$ cat config.mk
export PLATFORM = sky130hd
export DESIGN_NAME = ram_serializer
export DESIGN_NICKNAME = d
export VERILOG_FILES = /design/src/rtl/ram_serializer.sv
export SDC_FILE = /design/constraint.sdc
export NUM_CORES = 1
export LEC_CHECK = 0
export BUFFER_PORTS_ARGS = -buffer_cell sky130_fd_sc_hd__clkbuf_2
export CAP_MARGIN = 20
export CORE_ASPECT_RATIO = 1.25
export CORE_UTILIZATION = 55
export CTS_BUF_LIST = sky130_fd_sc_hd__clkbuf_8
export DETAILED_ROUTE_END_ITERATION = 16
export PLACE_DENSITY = 0.76
export SLEW_MARGIN = 20
export SYNTH_ARGS = -nofsm -noshare
export SYNTH_HDL_FRONTEND = slang
export SYNTH_SLANG_ARGS = --single-unit
$ cat constraint.sdc
create_clock -name clk -period 2.12 [get_ports clk]
set_input_delay 0.53 -clock clk [delete_from_list [all_inputs] [get_ports clk]]
set_output_delay 0.53 -clock clk [all_outputs]
set_load 0.01 [all_outputs]
$ cat src/rtl/ram_serializer.sv
// Reads a block from RAM and shifts it out MSB first as packets of
// HEADER followed by up to BYTES_PER_PKT payload bytes, with idle gaps between bytes.
module ram_serializer #(
    parameter logic [7:0] HEADER        = 8'hA5,
    parameter int         BYTES_PER_PKT = 4,
    parameter int         GAP_CYCLES    = 2
) (
    input  logic        clk,
    input  logic        reset,
    input  logic        start,
    input  logic [10:0] base_addr,
    input  logic [10:0] length,
    input  logic [7:0]  ram_data,
    output logic [10:0] ram_addr,
    output logic        ram_rd_n,
    output logic        serial_data,
    output logic        data_ena,
    output logic        busy,
    output logic        done
);
    typedef enum logic [1:0] {IDLE, SHIFT, GAP, DONE} state_t;
    localparam int GW = $clog2(GAP_CYCLES + 1);

    state_t        state;
    logic [7:0]    shreg;
    logic [2:0]    bit_cnt;
    logic [GW-1:0] gap_cnt;
    logic [10:0]   base, idx, remaining;
    logic [3:0]    pkt_cnt;
    logic          cur_payload, next_payload;
    logic [7:0]    load_byte;

    // With a two-cycle gap the RAM byte arrives on the same edge that starts shifting it.
    always_comb begin
        load_byte = shreg;
        if (next_payload && gap_cnt == GW'(1))
            load_byte = ram_data;
    end

    always_ff @(posedge clk) begin
        if (reset) begin
            state        <= IDLE;
            shreg        <= '0;
            bit_cnt      <= '0;
            gap_cnt      <= '0;
            base         <= '0;
            idx          <= '0;
            remaining    <= '0;
            pkt_cnt      <= '0;
            cur_payload  <= 1'b0;
            next_payload <= 1'b0;
            ram_addr     <= '0;
            ram_rd_n     <= 1'b1;
            serial_data  <= 1'b0;
            data_ena     <= 1'b0;
            busy         <= 1'b0;
            done         <= 1'b0;
        end else begin
            case (state)
                IDLE: begin
                    done <= 1'b0;
                    if (start) begin
                        base        <= base_addr;
                        remaining   <= length;
                        idx         <= '0;
                        pkt_cnt     <= '0;
                        busy        <= 1'b1;
                        cur_payload <= 1'b0;
                        if (length == 11'd0) begin
                            state <= DONE;
                        end else begin
                            state       <= SHIFT;
                            shreg       <= HEADER;
                            serial_data <= HEADER[7];
                            data_ena    <= 1'b1;
                            bit_cnt     <= '0;
                        end
                    end
                end
                SHIFT: begin
                    if (bit_cnt != 3'd7) begin
                        shreg       <= {shreg[6:0], 1'b0};
                        serial_data <= shreg[6];
                        bit_cnt     <= bit_cnt + 3'd1;
                    end else begin
                        data_ena    <= 1'b0;
                        serial_data <= 1'b0;
                        gap_cnt     <= '0;
                        if (cur_payload && remaining == 11'd1) begin
                            remaining <= '0;
                            state     <= DONE;
                            done      <= 1'b1;
                        end else begin
                            if (cur_payload)
                                remaining <= remaining - 11'd1;
                            state <= GAP;
                            // After a header a payload byte is always due; after a payload
                            // byte only if the packet is not yet full.
                            if (!cur_payload || pkt_cnt != 4'(BYTES_PER_PKT)) begin
                                ram_rd_n     <= 1'b0;
                                ram_addr     <= base + idx;
                                idx          <= idx + 11'd1;
                                next_payload <= 1'b1;
                            end else begin
                                shreg        <= HEADER;
                                next_payload <= 1'b0;
                            end
                        end
                    end
                end
                GAP: begin
                    ram_rd_n <= 1'b1;
                    if (next_payload && gap_cnt == GW'(1))
                        shreg <= ram_data;
                    if (gap_cnt == GW'(GAP_CYCLES - 1)) begin
                        state       <= SHIFT;
                        shreg       <= load_byte;
                        serial_data <= load_byte[7];
                        data_ena    <= 1'b1;
                        bit_cnt     <= '0;
                        cur_payload <= next_payload;
                        pkt_cnt     <= next_payload ? pkt_cnt + 4'd1 : 4'd0;
                    end else begin
                        gap_cnt <= gap_cnt + GW'(1);
                    end
                end
                DONE: begin
                    // An empty block arrives here without done set and pulses it now.
                    if (!done) begin
                        done <= 1'b1;
                    end else begin
                        done  <= 1'b0;
                        busy  <= 1'b0;
                        state <= IDLE;
                    end
                end
                default: state <= IDLE;
            endcase
        end
    end
endmodule

==> out/metrics.cfg <==
[run_status]
status = completed

[timing]
slew_headroom_pct = 61.6
setup_slack_ns = 0.0476
max_slew.worst_pin.slew_ns = 0.572
fin_crit_sh_pct = 97.8
hold_viol = 0
clock_skew_ns = 0.00833
hold-worst-slack_ns = 0.387
fmax_mhz = 483
period_minus_slack_ns = 2.07
rsz0062_at_grt = true
drv_slew = 0
setup_viol = 0

[final_layout]
stdcell_area_mm2 = 0.00472
drive_gt1_share_pct = 20.3
fin_nets = 612
diodes = 0
area_delta_synth_final_pct = 18.7
finalNonFillerCells = 651
multiInputGateArea_mm2 = 0.00246
regArea_mm2 = 0.00141
nFillCells = 598

[placed_design]
placed_cells = 635
gp_congestion = 0.903
dpl_worst_slack_ns = 0.0451
placed_area_mm2 = 0.00440
hpwl_mm = 7.56
port_buffers = 48

[power_and_ir_drop]
power_mw = 5.09
leakage_nw = 1.89
power_density_mw_per_mm2 = 1080
ir_drop_uv = 768

[global_route]
grt_pass1_wl_mm = 17.5
antenna_found_initial = 0
overflow = 0
grt_pass1_vias = 3845
grt_max_degree = 24
grt_usage_pct = 28.9

[floorplanning]
core_area_mm2 = 0.00698
fp.dieH_um = 97.1
num_io_pins = 49
start_util_pct = 57.0
die_area_mm2 = 0.00758
dieWidth_um = 78.1
fp-row-count = 34

[worst_setup_path]
path_cells = inv_1 > ha_2 > nor2b_1 > buf_4 > nor4_4 > a21oi_4 > or3_1 > a21oi_1
r2r_slack_ns = 0.05
critPathBufInv = 2
critical-path-slowest-cell = or3_1
slowest_delay_ns = 0.39
cpLargestDelayFamily = simple AND/OR/NAND/NOR gates
startpoint_type = flop
worstSetupPathDepth = 8
critPathRequiredTime_ns = 2.40
r2r_cells = 8
critPathMaxFanout = 9
critPathKind = flop to flop
regToRegEndpoint = idx[7]
r2r-start = state[1]
arrival_ns = 2.35
critPathCaptureType = flop

[synthesis]
yosys_warnings = 0
ys_top_cells_by_area = dfxtp_1 35%, a21oi_1 7.2%, ha_1 6.9%
synthesis.area_mm2 = 0.00398
synth_nets = 553
ys_types = 65
yosysMostFrequentCell = dfxtp_1
synth_top_area_share_pct = 35.2
ys_ff_latch = 70
synth_seq_area_share_pct = 35.2
synth_edf_count = 0
async_reset_ff_share_pct = 0
synthCells = 497
synthTopCellsByCount = 70 x dfxtp_1, 57 x a21oi_1, 57 x nand2_1, 41 x nor2_1, 41 x o21ai_0
synth.avg_cell_area_um2 = 8.01
ys.flop_type = dfxtp_1
yosysTopAreaCell = dfxtp_1

[clock_tree]
cts_buffer_depth = 2
h-tree-depth = 3
worstSkewPairLatency_ns = 0.35
path_clk_slew_ns = 0.08
tritoncts = built
numCtsBuffers = 9
cts_sinks = 70
root_buffer = clkbuf_8

[drt]
highest_layer = met4
drtAntennaViolNets = 0
drc = 0
vias = 3936
met1_length_mm = 4.32
wl_per_cell_um = 15.8
firstDrtPassIters = 5
drtIter0Drc = 225
vias_per_cell = 6.05
route.met3.wl_um = 462
met2_wirelength_mm = 5.26
wirelength_mm = 10.3

[min_path]
min_from = base_addr[8]
hold_class = input pin to flop
whs_path_depth = 3
whs_endpoint = base[8]

[flow_run]
maxCapViolCount = 0

-- logic make-up (layout without fill, tap and decap cells) --
family                     after synthesis  after routing  synth area share, %
and+or+nand+nor                        193            193                 25.4
buffers and inverters                   43            107                 4.65
xor gates and xnor gates                 5              5                 1.10
adders and majority gates               23             23                 7.42
DFF                                     70             70                 35.2
AOI/OAI and AO/OA                      159            159                 25.2
muxes                                    4              4                 1.01
-- what timing repair did --
action                     in CTS  in global routing
hold buffers                    0                  0
buffers inserted                0                  0
pin swaps                       0                  3
resized for setup               3                 15
hold endpoints to repair        0                  0
gates cloned                    0                  0
setup endpoints to repair       1                 38
-- worst min-delay path, cell delays in order --
cell and delay [ns]:
clkbuf_2 0.08, nand2_1 0.04, a21oi_1 0.05
-- routing by layer --
| metal | global-route usage (%) | up-vias |
|---|---|---|
| li1 | - | 1944 |
| met5 | 0 | - |
| met3 | 3.94 | 24 |
| met1 | 34.4 | 1850 |
| met4 | 13.7 | 0 |
| met2 | 50.5 | 118 |
-- state kept, by name, indices dropped and copies added (netlist names) --
signal        cells
shreg             8
next_payload      1
ram_rd_n          1
idx              11
ram_addr         11
remaining        11
bit_cnt           3
state             2
cur_payload       1
busy              1
base             11
pkt_cnt           4
data_ena          1
gap_cnt           2
done              1
serial_data       1
-- area by class of cell --
class                   count  area share [%]
clock buffers              10            2.91
clock inverters             6            2.33
inverters                  18            1.43
multi-input cells         384            52.1
flip-flops and latches     70            29.7
well taps                  90            2.38
repair buffers             73            9.06
-- metrics by stage --
step | util, % | setup TNS, ns
3_3_place_gp | 63.1 | 0
6_report | 67.7 | 0
3_5_place_dp | 63.1 | 0
4_1_cts | 67.0 | -0.00676
2_1_floorplan | - | 0
5_1_grt | 67.7 | -0.127
-- worst max path at each step --
stage | start | end | slack [ns]
2_1_floorplan | idx[0] | ram_addr[10] | 0.19
4_1_cts | state[0] | idx[7] | -0.007
6_report | state[1] | idx[7] | 0.05
3_5_place_dp | state[0] | bit_cnt[0] | 0.05
3_3_place_gp | state[0] | bit_cnt[0] | 0.12
5_1_grt | pkt_cnt[0] | idx[4] | -0.04
-- cell usage in the layout, fill, tap and decap left out, types with 4 or more instances in the layout --
| cell | n |
|---|---|
| clkbuf_8 | 10 |
| nand3_1 | 14 |
| nor3_1 | 19 |
| clkbuf_2 | 48 |
| a21o_1 | 4 |
| a21oi_1 | 57 |
| nand4_1 | 6 |
| nor2b_1 | 6 |
| and3_1 | 6 |
| a22oi_1 | 8 |
| ha_1 | 19 |
| inv_1 | 19 |
| o21ai_0 | 40 |
| nor2_1 | 41 |
| a22o_1 | 5 |
| o211ai_1 | 5 |
| nand2_1 | 57 |
| buf_4 | 25 |
| a211oi_1 | 10 |
| dfxtp_1 | 67 |
| or3_1 | 10 |
-- report_power, final --
group	total [mW]	internal [mW]	switching (mW)
clock	1.34	0.811	0.533
combinational	2.06	0.827	1.23
sequential	1.69	1.51	0.177
Power figures use the tool's default switching activity.
